--- config.mk ---
export PLATFORM = sky130hd
export DESIGN_NAME = lfsr_rng
export DESIGN_NICKNAME = d
export VERILOG_FILES = /design/src/rtl/lfsr_rng.sv
export SDC_FILE = /design/constraint.sdc
export NUM_CORES = 1
export LEC_CHECK = 0
export CAP_MARGIN = 5
export CELL_PAD_IN_SITES_DETAIL_PLACEMENT = 1
export CELL_PAD_IN_SITES_GLOBAL_PLACEMENT = 2
export CORE_MARGIN = 4
export CORE_UTILIZATION = 29
export DETAILED_ROUTE_END_ITERATION = 7
export PLACE_DENSITY_LB_ADDON = 0.1
export SLEW_MARGIN = 10
export SYNTH_ARGS = -nofsm -noshare
export SYNTH_HDL_FRONTEND = slang
export SYNTH_SLANG_ARGS = --single-unit
--- constraint.sdc ---
create_clock -name clk -period 4.7 [get_ports clk]
set_input_delay 1.175 -clock clk [delete_from_list [all_inputs] [get_ports clk]]
set_output_delay 1.175 -clock clk [all_outputs]
set_load 0.05 [all_outputs]
--- src/rtl/lfsr_rng.sv ---
// Parametrised Fibonacci LFSR random-number generator with a request/valid
// handshake, optional rejection sampling against RANGE, runtime seed load
// and an all-zero lock-up guard.
module lfsr_rng #(
  parameter int unsigned      WIDTH     = 16,
  parameter logic [WIDTH-1:0] TAPS      = 16'hD008,
  parameter logic [WIDTH-1:0] SEED      = 16'h3CF5,
  parameter int unsigned      OUT_W     = 3,
  parameter int unsigned      RANGE     = 8,
  parameter int unsigned      MAX_RETRY = 4
) (
  input  logic             clk,
  input  logic             rst,
  input  logic             free_run_en,
  input  logic             seed_load,
  input  logic [WIDTH-1:0] seed_in,
  input  logic             req,
  output logic             busy,
  output logic             rnd_valid,
  output logic [OUT_W-1:0] rnd_out,
  output logic             fallback,
  output logic [WIDTH-1:0] state_out
);

  localparam int unsigned    CW        = $clog2(OUT_W + 1);
  localparam int unsigned    RW        = (MAX_RETRY < 1) ? 1 : $clog2(MAX_RETRY + 1);
  localparam logic [OUT_W:0] RANGE_C   = (OUT_W + 1)'(RANGE);
  localparam bit             NO_REJECT = (RANGE >= (1 << OUT_W));

  typedef enum logic [1:0] {
    S_IDLE,
    S_SHIFT,
    S_CHECK
  } fsm_t;

  fsm_t             r_fsm,   w_fsm_nxt;
  logic [WIDTH-1:0] r_state, w_state_nxt;
  logic [CW-1:0]    r_cnt,   w_cnt_nxt;
  logic [RW-1:0]    r_retry, w_retry_nxt;
  logic             r_valid, w_valid_nxt;
  logic [OUT_W-1:0] r_out,   w_out_nxt;
  logic             r_fbk,   w_fbk_nxt;

  logic             w_fb;
  logic [WIDTH-1:0] w_step;
  logic [OUT_W-1:0] w_cand;
  logic             w_cand_ok;
  logic             w_do_step;

  assign w_fb      = ^(r_state & TAPS);
  assign w_step    = {r_state[WIDTH-2:0], w_fb};
  assign w_cand    = r_state[WIDTH-1 -: OUT_W];
  assign w_cand_ok = NO_REJECT || ({1'b0, w_cand} < RANGE_C);

  // Handshake FSM: next state, shift/retry counters and delivery outputs
  always_comb begin
    w_fsm_nxt   = r_fsm;
    w_cnt_nxt   = r_cnt;
    w_retry_nxt = r_retry;
    w_valid_nxt = 1'b0;
    w_out_nxt   = r_out;
    w_fbk_nxt   = 1'b0;
    w_do_step   = 1'b0;
    if (seed_load) begin
      // A seed load aborts any request in flight without delivering
      w_fsm_nxt   = S_IDLE;
      w_cnt_nxt   = '0;
      w_retry_nxt = '0;
    end else begin
      case (r_fsm)
        S_IDLE: begin
          w_retry_nxt = '0;
          if (req) begin
            w_fsm_nxt = S_SHIFT;
            w_cnt_nxt = '0;
          end else if (free_run_en) begin
            w_do_step = 1'b1;
          end
        end
        S_SHIFT: begin
          w_do_step = 1'b1;
          w_cnt_nxt = r_cnt + CW'(1);
          if (r_cnt == CW'(OUT_W - 1)) w_fsm_nxt = S_CHECK;
        end
        S_CHECK: begin
          if (w_cand_ok) begin
            w_out_nxt   = w_cand;
            w_valid_nxt = 1'b1;
            w_retry_nxt = '0;
            w_fsm_nxt   = S_IDLE;
          end else if (r_retry < RW'(MAX_RETRY)) begin
            w_retry_nxt = r_retry + RW'(1);
            w_cnt_nxt   = '0;
            w_fsm_nxt   = S_SHIFT;
          end else begin
            w_out_nxt   = '0;
            w_fbk_nxt   = 1'b1;
            w_valid_nxt = 1'b1;
            w_retry_nxt = '0;
            w_fsm_nxt   = S_IDLE;
          end
        end
        default: w_fsm_nxt = S_IDLE;
      endcase
    end
  end

  // LFSR next state: seed load, then lock-up recovery, then one step
  always_comb begin
    w_state_nxt = r_state;
    if (seed_load)           w_state_nxt = (seed_in == '0) ? SEED : seed_in;
    else if (r_state == '0)  w_state_nxt = SEED;
    else if (w_do_step)      w_state_nxt = w_step;
  end

  // State register with asynchronous reset
  always_ff @(posedge clk or posedge rst) begin
    if (rst) begin
      r_fsm   <= S_IDLE;
      r_state <= SEED;
      r_cnt   <= '0;
      r_retry <= '0;
      r_valid <= 1'b0;
      r_out   <= '0;
      r_fbk   <= 1'b0;
    end else begin
      r_fsm   <= w_fsm_nxt;
      r_state <= w_state_nxt;
      r_cnt   <= w_cnt_nxt;
      r_retry <= w_retry_nxt;
      r_valid <= w_valid_nxt;
      r_out   <= w_out_nxt;
      r_fbk   <= w_fbk_nxt;
    end
  end

  assign busy      = (r_fsm != S_IDLE);
  assign rnd_valid = r_valid;
  assign rnd_out   = r_out;
  assign fallback  = r_fbk;
  assign state_out = r_state;

endmodule

# Yosys cells after proc, flatten, opt, wreduce, memory -nomap -nowiden
# Index checks and enable logic that the tools add are counted.
[classes]
n_mux = 17
shifts = 0
n_addsub = 1
n_eq_ne = 5
mul = 0
reduce_logical = 10
bitwise_logic = 1
n_div = 0
n_lt_le_gt_ge = 0
[op_table]
columns = ["cell", "n"]
rows = [
  ["16-bit two-way mux", 4],
  ["16-bit zero test", 2],
  ["16-bit parity", 1],
  ["2-bit two-way mux", 5],
  ["2-bit one-hot mux with 2 select lines", 2],
  ["3-bit != test (second input constant)", 2],
  ["2-bit AND reduction", 3],
  ["3-bit nonzero test", 2],
  ["1-bit two-way mux", 5],
  ["2-bit == test (second input constant)", 2],
  ["2-bit by 1-bit adder with 2-bit output (second input constant)", 1],
  ["2-bit by 1-bit == test with 1-bit output (second input constant)", 1],
  ["2-bit zero test", 1],
  ["1-bit one-hot mux with 2 select lines", 1],
  ["2-bit nonzero test", 1],
  ["1-bit inverter", 1],
]
[totals]
mem_count = 0
mem_bits_rw = 0
word_cells = 39
input_bits = 21
ff_bits = 24
latchBits = 0
romBits = 0

# Logic depth before layout (Yosys ltp)
# Gate-level depths: netlist of the first run.
[logic_depth]
depth_word = 7
mapped_depth = 7

# Worst setup path before layout of the first run
# Ideal clock, no wire load.
[synth_timing]
path_kind = "input -> register"
from = "input seed_in[8]"
to = "register r_state[10] (netlist: state_out[10])"
arrival_ns = 2.451
setup_slack_ns = 2.176
stages = 4
path_cell_list = "or4_4 o41ai_4 nor2_1 o2bb2ai_1"
[synth_via]
elab_chain_len = 3
[synth_lines]
columns = ["element", "line_no", "source"]
rows = [
  ["start, declared", "16", "input logic [WIDTH-1:0] seed_in,"],
  ["16-bit zero test", "111", "if (seed_load) w_state_nxt = (seed_in == '0) ? SEED : seed_in;"],
  ["16-bit two-way mux (2 in a row)", "111", ""],
  ["end signal, assigned", "128", "r_state <= w_state_nxt;"],
  ["end, declared", "37", "logic [WIDTH-1:0] r_state, w_state_nxt;"],
]
# No other way between the ends.
# A chain may end at the register's enable or synchronous reset.

# Worst setup path after layout of the first run
[layout_timing]
from = "input seed_load"
to = "register r_state[9] (netlist: state_out[9])"
[layout_via]
elab_chain_len = 2
[layout_lines]
columns = ["element", "line_no", "source"]
rows = [
  ["start, declared", "15", "input logic seed_load,"],
  ["1-bit two-way mux", "64", "if (seed_load) begin"],
  ["3-bit nonzero test (no line)", "n/a", ""],
]
# Parallel ways exist; a longest one is shown, timed or not.

==> results of run 1 <==
## layer usage
layer,global-route usage [%],share of wire (%)
met1,19.1,45
met2,23.2,49
met3,2.80,5.2
met4,4.15,0.63
met5,0,0
## Yosys cell counts, types with 3 or more instances
master     count  area share (%)
mux2_2         7             6.0
or4_4          3             2.6
nand2_1        5             1.4
o21ai_0        3             1.2
clkbuf_1       5             1.4
or2_2         11             5.3
nor2_1        16             4.6
dfstp_2       10              20
inv_1          5             1.4
dfrtp_1       14              27
o2bb2ai_1      7             4.7
mux2i_1        3             2.3
a21oi_1       16             6.1
## cells by family after synthesis
kind of cell,count (synthesis),share of synthesized area [%]
buffers and inverters,12,3.84
XOR/XNOR,2,1.34
other,1,0.288
adder cells (fa/ha/maj),2,1.92
multiplexers,11,9.21
AND/OR/NAND/NOR,48,21.2
flip-flops,24,47.0
AO/OA/AOI/OAI,29,15.2
## report_power, final
part | switching (mW) | internal [mW] | leakage, nW
sequential | 0.0297 | 0.244 | 0.285
clock | 0.0682 | 0.0748 | 0.0288
combinational | 0.155 | 0.100 | 0.427
total | 0.253 | 0.419 | 0.740
## worst register-to-register path: stages (launching register included)
cell and delay, ns:
dfrtp_1 0.43, nand2b_1 0.23, nand3b_1 0.39, nor2_1 0.53
buf_4 0.25, mux2_1 0.32
## worst max-delay path by stage
stage	to	startpoint	depth (start not counted)	slack (ns)
2_1_floorplan	state_out[10]$_DFFE_PP1P_	seed_in[8]	4	2.18
4_1_cts	state_out[9]$_DFFE_PP0P_	seed_load	6	1.52
5_1_grt	state_out[9]$_DFFE_PP0P_	seed_load	6	1.40
3_3_place_gp	state_out[9]$_DFFE_PP0P_	seed_load	6	1.35
3_5_place_dp	state_out[9]$_DFFE_PP0P_	seed_load	6	1.23
6_report	state_out[9]$_DFFE_PP0P_	seed_load	6	1.49
## cell type report
| cell class | count | area [um2] |
|---|---|---|
| Inverter | 5 | 18.8 |
| Sequential cell | 24 | 613 |
| Fill cell | 497 | 2540 |
| Multi-Input combinational cell | 93 | 641 |
| Timing Repair Buffer | 43 | 425 |
| Clock buffer | 4 | 55.1 |
| Tap cell | 52 | 65.1 |
## state kept, by name, indices dropped and copies added, names as in the netlist
signal	flops
rnd_out	3
r_cnt	2
state_out	16
r_fsm	2
rnd_valid	1
==> results.yml, run 1 <==
cts:
  cts_setup_buffers: 0
  path_clk_slew_ns: 0.09
  numCtsBuffers: 3
  clkLatencyLatePin_ns: 0.27
  ctsLongestPathBuffers: 2
  htreeDepth: 1
  root_buffer: "clkbuf_8"
  clock_sinks: 24
  holdBufCountCts: 0
  cts-resized-gates: 0
  cts_tree: "done"
sta:
  hold_viol: 0
  hold_slack_ns: 0.503
  slew_viol_final: 0
  finalSetupViolCount: 0
  fin_crit_sh_pct: 68.3
  worst_slack_ns: 1.49
  setup_tns_ns: 0
  slew_headroom_pct: 38.2
  fin_skew_ns: 0.00669
  rsz0062_at_grt: "no"
  fmax_ghz: 0.311
  min_period_ns: 3.21
  tightestPinTransition_ns: 0.926
final_layout:
  area_growth_syn_to_layout_pct: 39.4
  finalNonFillerCells: 221
  drive_gt1_share_pct: 22.5
  antenna_cells: 0
  layout_common_cells: "clkdlybuf4s50_1 (41), nor2_1 (16), a21oi_1 (16), dfrtp_1 (14), or2_2 (11)"
  final_core_util_pct: 41.8
  final_common_cell: "clkdlybuf4s50_1"
  layout.nets: 193
  final_area_um2: 1820
synth:
  synth_area_um2: 1300
  ys_ff_latch: 24
  syn-mean-instance-area_um2: 10.1
  synthFlopType: "dfrtp_1"
  ys_warn_count: 0
  async_reset_ff_share_pct: 100
  synth_edf_count: 0
  ys_types: 32
  syn_nets: 152
  seq_area_frac_synth_pct: 47.0
  synth_cells: 129
critical_path:
  cp_slowest_stage_delay_ns: 0.52
  cp_slowest_cell: "nor2_1"
  path_common_cell: "buf_4"
  crit_path_end_kind: "flip-flop"
  crit_fanout: 26
  start_kind: "input port"
  worstPathCellList: "clkdlybuf4s50_1 > buf_4 > nand3b_1 > nor2_1 > buf_4 > mux2_1"
  cp.required_ns: 4.86
  crit_family: "simple AND/OR/NAND/NOR gates"
  path_class: "input port to flip-flop"
  worstRegToRegCells: 5
  critPathArrivalTime_ns: 3.37
  worst-path-buf-inv: 3
  reg2reg_slack_ns: 2.45
  r2r_start: "r_fsm[1]$_DFFE_PP0P_"
  reg2reg_to: "state_out[9]$_DFFE_PP0P_"
placement:
  place_ws_ns: 1.23
  dpl.cell_count: 217
  place_area_um2: 1760
  dp_hpwl_um: 2850
  numPortBuffers: 41
  place_congestion: 0.763
run_status:
  outcome: "finished, final reports clean"
global_route:
  antenna_found_initial: 0
  grt_overflow: 0
  grt_pass1_vias: 1191
  grt_start_max_net_pins: 27
  grt_pass1_wl_um: 6070
  grtUsageTotal_pct: 14.2
route:
  firstDrtPassIters: 2
  routed-via-count: 1146
  drtAntennaViolNets: 0
  vias_per_cell: 5.19
  drc: 0
  wire_per_inst_um: 16.6
  drt-total-wl_um: 3670
  drtIter0Drc: 29
power_and_ir_drop:
  power.total_mw: 0.672
  ir_drop_mv: 0.211
  power_density_nw_per_um2: 370
  p_leak_nw: 0.740
worst_hold_path:
  min_to: "state_out[5]$_DFFE_PP1P_"
  worst_hold_path_type: "flip-flop to flip-flop"
  min_from: "state_out[5]$_DFFE_PP1P_"
  worstHoldPathCells: 2
floorplan:
  core_area_um2: 4350
  die_width_um: 75.1
  die_area_um2: 5630
  num_rows: 24
  initial_utilization_pct: 29.9
  die_height_um: 75.1
  io_pins: 43
run:
  max_cap_viol_count: 0
Power figures use the tool's default switching activity.
==> run 2: changes to the inputs <==
--- a/config.mk
+++ b/config.mk
@@ -9,7 +9,7 @@
 export CELL_PAD_IN_SITES_DETAIL_PLACEMENT = 1
 export CELL_PAD_IN_SITES_GLOBAL_PLACEMENT = 2
 export CORE_MARGIN = 4
-export CORE_UTILIZATION = 29
+export CORE_UTILIZATION = 27
 export DETAILED_ROUTE_END_ITERATION = 7
 export PLACE_DENSITY_LB_ADDON = 0.1
 export SLEW_MARGIN = 10
==> constraint.sdc (replaced) <==
create_clock -name clk -period 3 [get_ports clk]
set_input_delay 0.75 -clock clk [delete_from_list [all_inputs] [get_ports clk]]
set_output_delay 0.75 -clock clk [all_outputs]
set_load 0.05 [all_outputs]
==> run 2 against run 1 <==
Effect of this change: critical path depth fell by 1; final cell count rose by 2.3%; worst hold slack got worse by 0.0019 ns; first-iteration DRC count fell by 3.4%; via count fell by 0.52%; sequential power rose by 57%; combinational power rose by 58%; global-route usage fell by 0.66 points; design area rose by 2.3%.
==> results.yml, run 2 (synthesis results as in run 1) <==
floorplan:
  core_area_um2: 4690
  io_pins: 43
  initial_utilization_pct: 27.8
  die_width_um: 77.5
  die_height_um: 77.5
  num_rows: 25
  die_area_um2: 6000
placement:
  dpl.cell_count: 222
  dp_hpwl_um: 2940
  numPortBuffers: 41
  place_congestion: 0.719
worst_hold_path:
  worst_hold_path_type: "flip-flop to flip-flop"
final_layout:
  fillers: 543
  final_core_util_pct: 39.6
  layout_common_cells: "clkdlybuf4s50_1 (41), nor2_1 (16), a21oi_1 (16), dfrtp_1 (14), or2_2 (11)"
  area_growth_syn_to_layout_pct: 42.6
  register_area_um2: 613
  antenna_cells: 0
  layout.nets: 196
  final_common_cell: "clkdlybuf4s50_1"
  largest_register_ffs: 16
  drive_gt1_share_pct: 23.8
  finalNonFillerCells: 226
  multi_input_area_um2: 641
cts:
  cts-resized-gates: 0
  clock_sinks: 24
  cts_tree: "done"
  holdBufCountCts: 0
  cts_setup_buffers: 0
  path_clk_slew_ns: 0.09
  clkLatencyLatePin_ns: 0.27
  ctsLongestPathBuffers: 2
  root_buffer: "clkbuf_8"
  numCtsBuffers: 3
  htreeDepth: 1
route:
  wire_per_inst_um: 17.2
  drtAntennaViolNets: 0
  routed-via-count: 1140
  drtIter0Drc: 28
  firstDrtPassIters: 4
  drc: 0
  vias_per_cell: 5.04
  drt-total-wl_um: 3900
critical_path:
  start_kind: "input port"
  critPathArrivalTime_ns: 2.71
  crit_path_end_kind: "flip-flop"
  cp_slowest_cell: "nor2_1"
  cp.required_ns: 3.16
  worstPathCellList: "clkdlybuf4s50_1 > or3b_1 > nand3b_1 > nor2_1 > mux2_2"
  cp_slowest_stage_delay_ns: 0.79
  crit_fanout: 12
  path_class: "input port to flip-flop"
sta:
  fin_skew_ns: 0.00752
  setup_tns_ns: 0
  slew_viol_final: 0
  tightestPinTransition_ns: 1.02
  rsz0062_at_grt: "no"
  min_period_ns: 2.56
  slew_headroom_pct: 31.7
  hold_viol: 0
  fin_crit_sh_pct: 85.2
  fmax_ghz: 0.391
  hold_slack_ns: 0.502
  finalSetupViolCount: 0
global_route:
  use_met1_pct: 17.8
  grt_start_max_net_pins: 26
  grt_pass1_vias: 1235
  grt_util_met2_pct: 23.4
  grtUsageTotal_pct: 13.6
  grt_pass1_wl_um: 6570
  met3_usage_pct: 2.09
  antenna_found_initial: 0
  grt_overflow: 0
  grt_busiest_layer: "met2"
run:
  max_cap_viol_count: 0
run_status:
  outcome: "finished, final reports clean"
power_and_ir_drop:
  p_leak_nw: 0.762
  ir_drop_mv: 0.258
  power.total_mw: 1.12
  power_density_nw_per_um2: 604
==> run 2: cell types whose count changed in the layout (fill, tap and decap cells not counted) <==
cell       change
bufinv_16      +1
clkbuf_8       -1
buf_4          +3
==> run 2: per-layer routing <==
metal / routed length (um) / vias to the layer above / share of wire, %
met5: 0 / - / 0
met4: 15 / 0 / 0.39
met1: 1700 / 574 / 44
met3: 134 / 2 / 3.4
li1: - / 542 / -
met2: 2040 / 22 / 52
==> run 2: final timing paths <==
check	slack, ns	end	depth (start not counted)	startpoint
worst max-delay path	0.44	state_out[1]$_DFFE_PP0P_	5	req
worst min-delay path	0.50	state_out[5]$_DFFE_PP1P_	2	state_out[5]$_DFFE_PP1P_
worst max register to register	0.72	state_out[1]$_DFFE_PP0P_	6	state_out[14]$_DFFE_PP0P_
worst min register to register	0.50	state_out[5]$_DFFE_PP1P_	2	state_out[5]$_DFFE_PP1P_
max in group asynchronous	1.86	state_out[7]$_DFFE_PP1P_	3	rst
min in group asynchronous	0.83	rnd_out[0]$_DFFE_PP0P_	3	rst
==> run 2: worst max-delay path, delay by kind of cell <==
| family | cells | cell delay, ns |
|---|---|---|
| and+or+nand+nor | 3 | 1.07 |
| muxes | 1 | 0.42 |
| buffers and inverters | 1 | 0.48 |
==> run 2: metrics by stage <==
stage | instance area, um2 | setup WS, ns
4_1_cts | 1860 | 0.437
5_1_grt | 1860 | 0.370
6_report | 1860 | 0.443
3_5_place_dp | 1790 | 0.163
3_3_place_gp | 1790 | 0.220
2_1_floorplan | 1300 | 0.869
==> run 2: layout make-up <==
class,instances,share of cell area [%]
Multi-Input combinational cell,93,34.5
Sequential cell,24,33.0
Timing Repair Buffer,46,24.1
Tap cell,54,3.63
Clock buffer,3,2.22
Clock inverter,1,1.62
Inverter,5,1.01
==> run 2: power breakdown <==
group          switching [mW]  total [mW]  internal, mW  leakage (nW)
clock network           0.112       0.290         0.178        0.0357
registers              0.0461       0.429         0.383         0.285
logic                   0.245       0.404         0.159         0.441
==> run 3: changes to the inputs <==
--- a/config.mk
+++ b/config.mk
@@ -8,9 +8,11 @@
 export CAP_MARGIN = 5
 export CELL_PAD_IN_SITES_DETAIL_PLACEMENT = 1
 export CELL_PAD_IN_SITES_GLOBAL_PLACEMENT = 2
+export CORE_ASPECT_RATIO = 0.9
 export CORE_MARGIN = 4
 export CORE_UTILIZATION = 27
 export DETAILED_ROUTE_END_ITERATION = 7
+export MAX_ROUTING_LAYER = met4
 export PLACE_DENSITY_LB_ADDON = 0.1
 export SLEW_MARGIN = 10
 export SYNTH_ARGS = -nofsm -noshare
==> run 3 against run 2 <==
Effect of this change: combinational power barely moved; worst hold slack got worse by 0.0078 ns; first-iteration DRC count fell by 46%; final cell count rose by 3.1%; highest routed layer unchanged; sequential power about the same; largest cell class unchanged; utilization up 1.3 points; setup slack better by 0.076 ns; sequential cell count is the same; clock skew is 0.0031 ns lower.
==> results.yml, run 3 (synthesis results as in run 1) <==
run_status:
  outcome: "finished, final reports clean"
global_route:
  grt_start_max_net_pins: 23
  grtUsageTotal_pct: 14.3
  antenna_found_initial: 0
  grt_overflow: 0
  grt_pass1_vias: 1164
  grt_pass1_wl_um: 6180
critical_path:
  worst-path-buf-inv: 1
  critPathArrivalTime_ns: 1.73
  cp.required_ns: 2.25
  crit_path_end_kind: "primary output"
  worstRegToRegCells: 7
  cp_slowest_stage_delay_ns: 0.70
  crit_family: "buffers and inverters"
  r2r_start: "state_out[14]$_DFFE_PP0P_"
  reg2reg_to: "state_out[14]$_DFFE_PP0P_"
  worstPathCellList: "or2_2 > clkdlybuf4s50_1"
  reg2reg_slack_ns: 0.70
  cp_slowest_cell: "clkdlybuf4s50_1"
  start_kind: "flip-flop"
  crit_fanout: 7
  path_class: "flip-flop to primary output"
sta:
  slew_headroom_pct: 42.2
  fin_skew_ns: 0.00438
  slew_viol_final: 0
  fin_crit_sh_pct: 82.7
  setup_tns_ns: 0
  fmax_ghz: 0.403
  finalSetupViolCount: 0
  tightestPinTransition_ns: 0.866
  rsz0062_at_grt: "no"
  worst_slack_ns: 0.519
  min_period_ns: 2.48
  hold_viol: 0
route:
  drc: 0
  drtIter0Drc: 15
  drtAntennaViolNets: 0
  routed-via-count: 1120
  drt-total-wl_um: 3900
  wire_per_inst_um: 16.7
  firstDrtPassIters: 4
  vias_per_cell: 4.81
cts:
  holdBufCountCts: 0
  numCtsBuffers: 3
  htreeDepth: 1
  clkLatencyLatePin_ns: 0.27
  cts_setup_buffers: 0
  cts-resized-gates: 0
  cts_tree: "done"
  root_buffer: "clkbuf_8"
  ctsLongestPathBuffers: 2
  clock_sinks: 24
  path_clk_slew_ns: 0.09
final_layout:
  register_area_um2: 613
  multi_input_area_um2: 641
  area_growth_syn_to_layout_pct: 42.8
  drive_gt1_share_pct: 23.4
  fillers: 538
  final_common_cell: "clkdlybuf4s50_1"
  layout.nets: 195
  largest_register_ffs: 16
  finalNonFillerCells: 233
  antenna_cells: 0
  layout_common_cells: "clkdlybuf4s50_1 (41), nor2_1 (16), a21oi_1 (16), dfrtp_1 (14), or2_2 (11)"
  final_core_util_pct: 40.9
floorplan:
  die_width_um: 81.2
  io_pins: 43
  die_height_um: 73.9
  initial_utilization_pct: 28.7
  die_area_um2: 6010
  num_rows: 23
  core_area_um2: 4550
placement:
  numPortBuffers: 41
  place_congestion: 0.753
  dp_hpwl_um: 3030
  dpl.cell_count: 229
  place_ws_ns: 0.223
power_and_ir_drop:
  power_density_nw_per_um2: 605
  power.total_mw: 1.13
  ir_drop_mv: 0.237
  p_leak_nw: 0.756
worst_hold_path:
  worstHoldPathCells: 2
  min_to: "state_out[5]$_DFFE_PP1P_"
  min_from: "state_out[5]$_DFFE_PP1P_"
  worst_hold_path_type: "flip-flop to flip-flop"
run:
  max_cap_viol_count: 0
==> run 3: cell types whose count changed in the layout (fill, tap and decap cells not counted) <==
cell / delta
buf_4: -1
==> run 3: worst max-delay path by stage <==
stage	from	depth (start not counted)	slack, ns	end
2_1_floorplan	state_out[14]$_DFFE_PP0P_	7	0.87	state_out[9]$_DFFE_PP0P_
5_1_grt	seed_in[8]	5	0.43	state_out[12]$_DFFE_PP1P_
3_3_place_gp	seed_in[8]	5	0.30	state_out[6]$_DFFE_PP1P_
4_1_cts	seed_in[8]	5	0.50	state_out[2]$_DFFE_PP1P_
6_report	r_fsm[1]$_DFFE_PP0P_	2	0.52	busy
3_5_place_dp	seed_in[8]	5	0.22	state_out[2]$_DFFE_PP1P_
==> run 3: layer usage <==
layer,up-vias,GRT usage [%],wire length (um)
met5,-,-,0
met4,0,5.63,62
met3,4,1.96,140
met2,23,21.4,1820
met1,557,19.6,1880
li1,536,-,-
==> run 3: final cells by class <==
type / count / share of cell area [%]
multi-input combinational: 93 / 34.4
clock inverter: 1 / 1.61
tap: 62 / 4.17
timing repair buffer: 45 / 23.7
clock buffer: 3 / 2.22
sequential: 24 / 32.9
inverter: 5 / 1.01
==> run 3: stage by stage <==
step | instance area, um2 | hold WS (ns)
after floorplan | 1300 | 0.473
after global placement | 1790 | 0.484
after detailed placement | 1790 | 0.480
after CTS | 1860 | 0.497
after global routing | 1860 | 0.529
final | 1860 | 0.494
==> run 3: worst register-to-register path: stages (launching register included) <==
cell and delay [ns]:
dfrtp_1 0.40, inv_1 0.12, ha_1 0.16, nor4b_1 0.29, and4_1 0.56, nor2_1 0.28, buf_4 0.24, mux2i_1 0.17
==> run 3: where the power goes <==
part	total [mW]	switching, mW	internal (mW)
clock network	0.293	0.114	0.179
logic	0.404	0.245	0.160
registers	0.429	0.0469	0.383
total	1.13	0.406	0.721
